===== src/rtl/demux_1_to_3.sv =====
// ---------------------------------------------------------------------------
// demux_1_to_3
//   Registered 1-to-3 demultiplexer. Steers one data word from the shared
//   load/data bus into one of three destination registers: IFM, weight or
//   bias. Each destination keeps its last written value until it is selected
//   again. sel == 2'b00 is idle and writes nothing.
//
// Ports
//   clk          system clock, all state updates on the rising edge
//   rst_n        asynchronous active-low reset, clears all destinations
//   sel          destination select: IFM, WGT, BIAS, or 2'b00 for idle
//   main_input   data word to route
//   main_output  destination registers [0]=IFM, [1]=WGT, [2]=BIAS
// ---------------------------------------------------------------------------
module demux_1_to_3 #(
  parameter int unsigned INPUT_WIDTH  = 32,
  parameter int unsigned OUTPUT_WIDTH = 32,
  parameter logic [1:0]  IFM          = 2'b01,
  parameter logic [1:0]  WGT          = 2'b10,
  parameter logic [1:0]  BIAS         = 2'b11
) (
  input  logic                    clk,
  input  logic                    rst_n,
  input  logic [1:0]              sel,
  input  logic [INPUT_WIDTH-1:0]  main_input,
  output logic [OUTPUT_WIDTH-1:0] main_output [2:0]
);

  // Input word adapted to the destination width: zero-extend when the
  // destination is wider, keep the low bits when it is narrower.
  logic [OUTPUT_WIDTH-1:0] data_fit;

  generate
    if (OUTPUT_WIDTH > INPUT_WIDTH) begin : g_extend
      assign data_fit = {{(OUTPUT_WIDTH - INPUT_WIDTH){1'b0}}, main_input};
    end else begin : g_truncate
      assign data_fit = main_input[OUTPUT_WIDTH-1:0];
    end
  endgenerate

  logic [OUTPUT_WIDTH-1:0] out_reg [2:0];

  genvar gi;
  generate
    for (gi = 0; gi < 3; gi++) begin : g_dest
      localparam logic [1:0] CODE = (gi == 0) ? IFM :
                                    (gi == 1) ? WGT : BIAS;

      logic wr_en;
      // Equality against the exact code: an X/Z bit on sel makes the
      // comparison non-true, so no destination is written.
      assign wr_en = (sel == CODE);

      always_ff @(posedge clk or negedge rst_n) begin
        if (!rst_n) begin
          out_reg[gi] <= '0;
        end else if (wr_en) begin
          out_reg[gi] <= data_fit;
        end
      end

      assign main_output[gi] = out_reg[gi];
    end
  endgenerate

endmodule


===== config.mk =====
export PLATFORM = sky130hd
export DESIGN_NAME = demux_1_to_3
export DESIGN_NICKNAME = d
export VERILOG_FILES = /design/src/rtl/demux_1_to_3.sv
export SDC_FILE = /design/constraint.sdc
export NUM_CORES = 1
export LEC_CHECK = 0
export ABC_AREA = 1
export CELL_PAD_IN_SITES_DETAIL_PLACEMENT = 0
export CELL_PAD_IN_SITES_GLOBAL_PLACEMENT = 1
export CORE_UTILIZATION = 33
export DETAILED_ROUTE_END_ITERATION = 10
export HOLD_SLACK_MARGIN = 0.15
export PLACE_DENSITY = 0.91
export SLEW_MARGIN = 5
export SYNTH_ARGS = -nofsm -noshare
export SYNTH_HDL_FRONTEND = slang
export SYNTH_SLANG_ARGS = --single-unit

===== constraint.sdc =====
create_clock -name clk -period 0.8 [get_ports clk]
set_input_delay 0.24 -clock clk [delete_from_list [all_inputs] [get_ports clk]]
set_output_delay 0.24 -clock clk [all_outputs]
set_load 0.01 [all_outputs]

## Word level (Yosys, flattened, before mapping)

Cells that the tools add are included.

- Equal/unequal tests: 3

Operator list:

| cell | count |
|---|---|
| $eq A2 B2 Y1 const B | 2 |
| $eq A2 B1 Y1 const B | 1 |

- Register bits after elaboration: 96
- Input bits: 36
- Output and inout port bits: 96
- Logic and storage cells: 6

## Logic depth before layout (Yosys ltp)

- Depth in word-level cells: 1
- Gate-level depth with buffers: 5

## Least setup slack after synthesis

Ideal clock, no wire load.

- Path type: in2reg
- From: input sel[1]
- To: register out_reg (netlist bit main_output[72])
- Arrival: 0.736 ns
- Slack: -0.001 ns
- Stages on the path: 4
- Buffers on the path: 1
- Path through: nand2_1 -> clkbuf_1 -> nand2_1 -> nand2_1

- Cells in the longest elaborated chain, start to end: 1

RTL lines:

| element | line | source |
|---|---|---|
| start: declaration | 24 | `input logic [1:0] sel,` |
| $eq A2 B2 Y1 | 52 | `assign wr_en = (sel == CODE);` |
| end signal: indexed assignment | 58 | `out_reg[gi] <= data_fit;` |
| end: declaration | 41 | `logic [OUTPUT_WIDTH-1:0] out_reg [2:0];` |

Every way passes these cells.
A chain may end at the register's enable or synchronous reset.

## Worst setup path after layout

- From: register out_reg (netlist bit main_output[2])
- To: output main_output[2] (netlist name)

RTL lines:

| element | line | source |
|---|---|---|
| end: declaration | 26 | `output logic [OUTPUT_WIDTH-1:0] main_output [2:0]` |

No word-level cell between the ends.

==> impl_metrics.env <==
export IMPL_status="finished, violations left"
export IMPL_violations="negative setup slack"
export IMPL_leakagePower_nw=3.196
export IMPL_ir_drop_uv=1075
export IMPL_largest_register_ff_count=96
export IMPL_synth_mux_area_share_pct=0
export IMPL_syn_area_um2=3775
export IMPL_worstPathRequired_ns=0.56
export IMPL_antenna_found_initial=0
export IMPL_clock_path_buffers=2
export IMPL_setup_violations=105
export IMPL_finalCritPeriodShare_pct=140.5
export IMPL_coreArea_um2=10980
export IMPL_wire_per_inst_um=15.37
export IMPL_fin_crit_ns=1.124
export IMPL_grt_max_degree=43
export IMPL_track_usage_pct=19.39
export IMPL_via_per_inst=4.756
export IMPL_synth_top_cells_by_area="dfrtp_1, nand2_1, nand3_1, buf_2, buf_4"
export IMPL_rsz0062_at_grt="true"
export IMPL_die_x_um=109.0
export IMPL_synthAdderAreaFrac_pct=0
export IMPL_cp_arrival_ns=0.88
export IMPL_synth_top_family_by_area="simple AND/OR/NAND/NOR gates"
export IMPL_drtIter0Drc=201
export IMPL_tightest_slew_ns=0.2345
export IMPL_timing_final_ws_setup_ns=-0.3242
export IMPL_crit_path_max_incr_delay_ns=0.41
export IMPL_dieHeight_um=109.0
export IMPL_power_density_nw_per_um2=2331
export IMPL_hold_path_class="input port to asynchronous set/reset pin"
export IMPL_htree_levels=3
export IMPL_synthSimpleGateAreaFrac_pct=32.12
export IMPL_ff2ff_setup_slack_ns=-0.06
export IMPL_hold_viol=0
export IMPL_cts_buffers=9
export IMPL_nets=650
export IMPL_synth_area_leader_cell="dfrtp_1"
export IMPL_die_area_um2=11870
export IMPL_syn_avg_cell_area_um2=9.031
export IMPL_vias=3605
export IMPL_io_buffers=131
export IMPL_ys_seq_area_share_pct=63.64
export IMPL_cp_top_family="flip-flops"
export IMPL_fmax_mhz=889.5
export IMPL_grt_pass1_wl_mm=17.32
export IMPL_worstPathCellList="buf_6"
export IMPL_max_cap_violations=0
export IMPL_cts_sinks=96
export IMPL_timing_hold_ws_ns=0.3005
export IMPL_critPathKind="register to output port"
export IMPL_yosysUniqueCellTypes=8
export IMPL_mostFrequentLayoutCell="nand2_1"
export IMPL_critPathBufInv=1
export IMPL_start_util_pct=34.37
export IMPL_multi_input_area_um2=1230
export IMPL_tns_ns=-28.54
export IMPL_cts_tree="done"
export IMPL_synth_top_area_share_pct=63.64
export IMPL_synth_xor_area_share_pct=0
export IMPL_clk_latency_ns=0.33
export IMPL_finalWirelength_mm=11.65
export IMPL_path_clk_slew_ns=0.06
export IMPL_dp_cells=690
export IMPL_core_rowCount=38
export IMPL_slew_viol_final=0
export IMPL_reg2reg_to="main_output[5]"
export IMPL_worstPathMaxFanout=2
export IMPL_synth_compound_area_share_pct=0
export IMPL_gp_congestion=0.8134
export IMPL_pin_count=132
export IMPL_slew_headroom_pct=84.37
export IMPL_cp_end_kind="output port"
export IMPL_synth_warnings=0
export IMPL_layout_drive_gt1_share_pct=33.01
export IMPL_overflow=0
export IMPL_slowest_stage="dfrtp_1"
export IMPL_hpwl_mm=7.862
export IMPL_clockRootBuffer="clkbuf_16"
export IMPL_ant_nets=0
export IMPL_fin_cells=758
export IMPL_final_core_util_pct=52.47
export IMPL_seq_area_um2=2402
export IMPL_synthToLayoutAreaGrowth_pct=52.67
export IMPL_critPathLaunchType="register"
export IMPL_nFillCells=1038
export IMPL_antenna_cells=0
export IMPL_mostFrequentLayoutCells="nand2_1, nand3_1, dfrtp_1"
export IMPL_synth_seq_cells=96
export IMPL_fin_skew_ns=0
export IMPL_synthCells=418
export IMPL_syn_nets=454
export IMPL_first_global_vias=3348
export IMPL_worstRegToRegCells=4
export IMPL_r2r_start="main_output[5]"
export IMPL_route_detailed_drc=0
export IMPL_firstDrtPassIters=5
export IMPL_finalPower_mw=13.44
==> metal layers <==
| layer | track usage (%) | wire, µm |
|---|---|---|
| met1 | 26.43 | 5023 |
| met2 | 31.04 | 5663 |
| met3 | 3.706 | 818 |
| met4 | 6.274 | 148 |
| met5 | 0 | 0 |
==> what timing repair did <==
item                       4_1_cts  5_1_grt
buffers inserted                31       25
gates resized for setup        391       27
setup endpoints to repair       96      126
hold buffers                     1        0
pin swaps                        0        3
hold endpoints to repair        96        0
==> layout make-up <==
cell class | instances | share of cell area (%)
tap | 140 | 3.040
multi-input combinational | 291 | 21.34
clock buffer | 12 | 4.451
sequential | 96 | 41.68
inverter | 2 | 0.1303
clock inverter | 3 | 1.129
timing repair buffer | 214 | 28.22
==> worst max path at each step <==
| stage | start | endpoint | slack [ns] | cells past startpoint |
|---|---|---|---|---|
| finish | main_output[2] | main_output[2] | -0.32 | 1 |
| floorplan | sel[1] | main_output[72] | -0.001 | 4 |
| global route | main_output[2] | main_output[2] | -0.35 | 1 |
| global placement | main_output[2] | main_output[2] | -0.34 | 1 |
| detailed placement | main_output[2] | main_output[2] | -0.35 | 1 |
| CTS | main_output[30] | main_output[30] | -0.34 | 1 |
==> stage by stage <==
| step | setup slack (ns) | area, µm² |
|---|---|---|
| finish | -0.3242 | 5763 |
| global route | -0.3464 | 5763 |
| CTS | -0.3426 | 5482 |
| detailed placement | -0.3476 | 5359 |
| global placement | -0.3377 | 5359 |
| floorplan | -0.001111 | 3775 |
==> cell usage after synthesis (all sizes together) <==
library cell	number
inv	2
dfrtp	96
nand2	195
nand3	96
clkbuf	9
buf	20
==> worst register-to-register path: cells and delay by family, from the launching register on <==
family        cells  cell delay [ns]
buf+inv           2             0.25
simple gates      2             0.10
flops             1             0.39
==> logic make-up after synthesis <==
logic type | after synthesis
simple gates | 291
flops | 96
buf+inv | 31
==> power by group <==
| part | switching, mW | internal, mW |
|---|---|---|
| Sequential | 0.360 | 5.46 |
| Combinational | 1.47 | 1.51 |
| Clock | 1.74 | 2.89 |
Note: power is estimated with default switching activity, not from simulation.
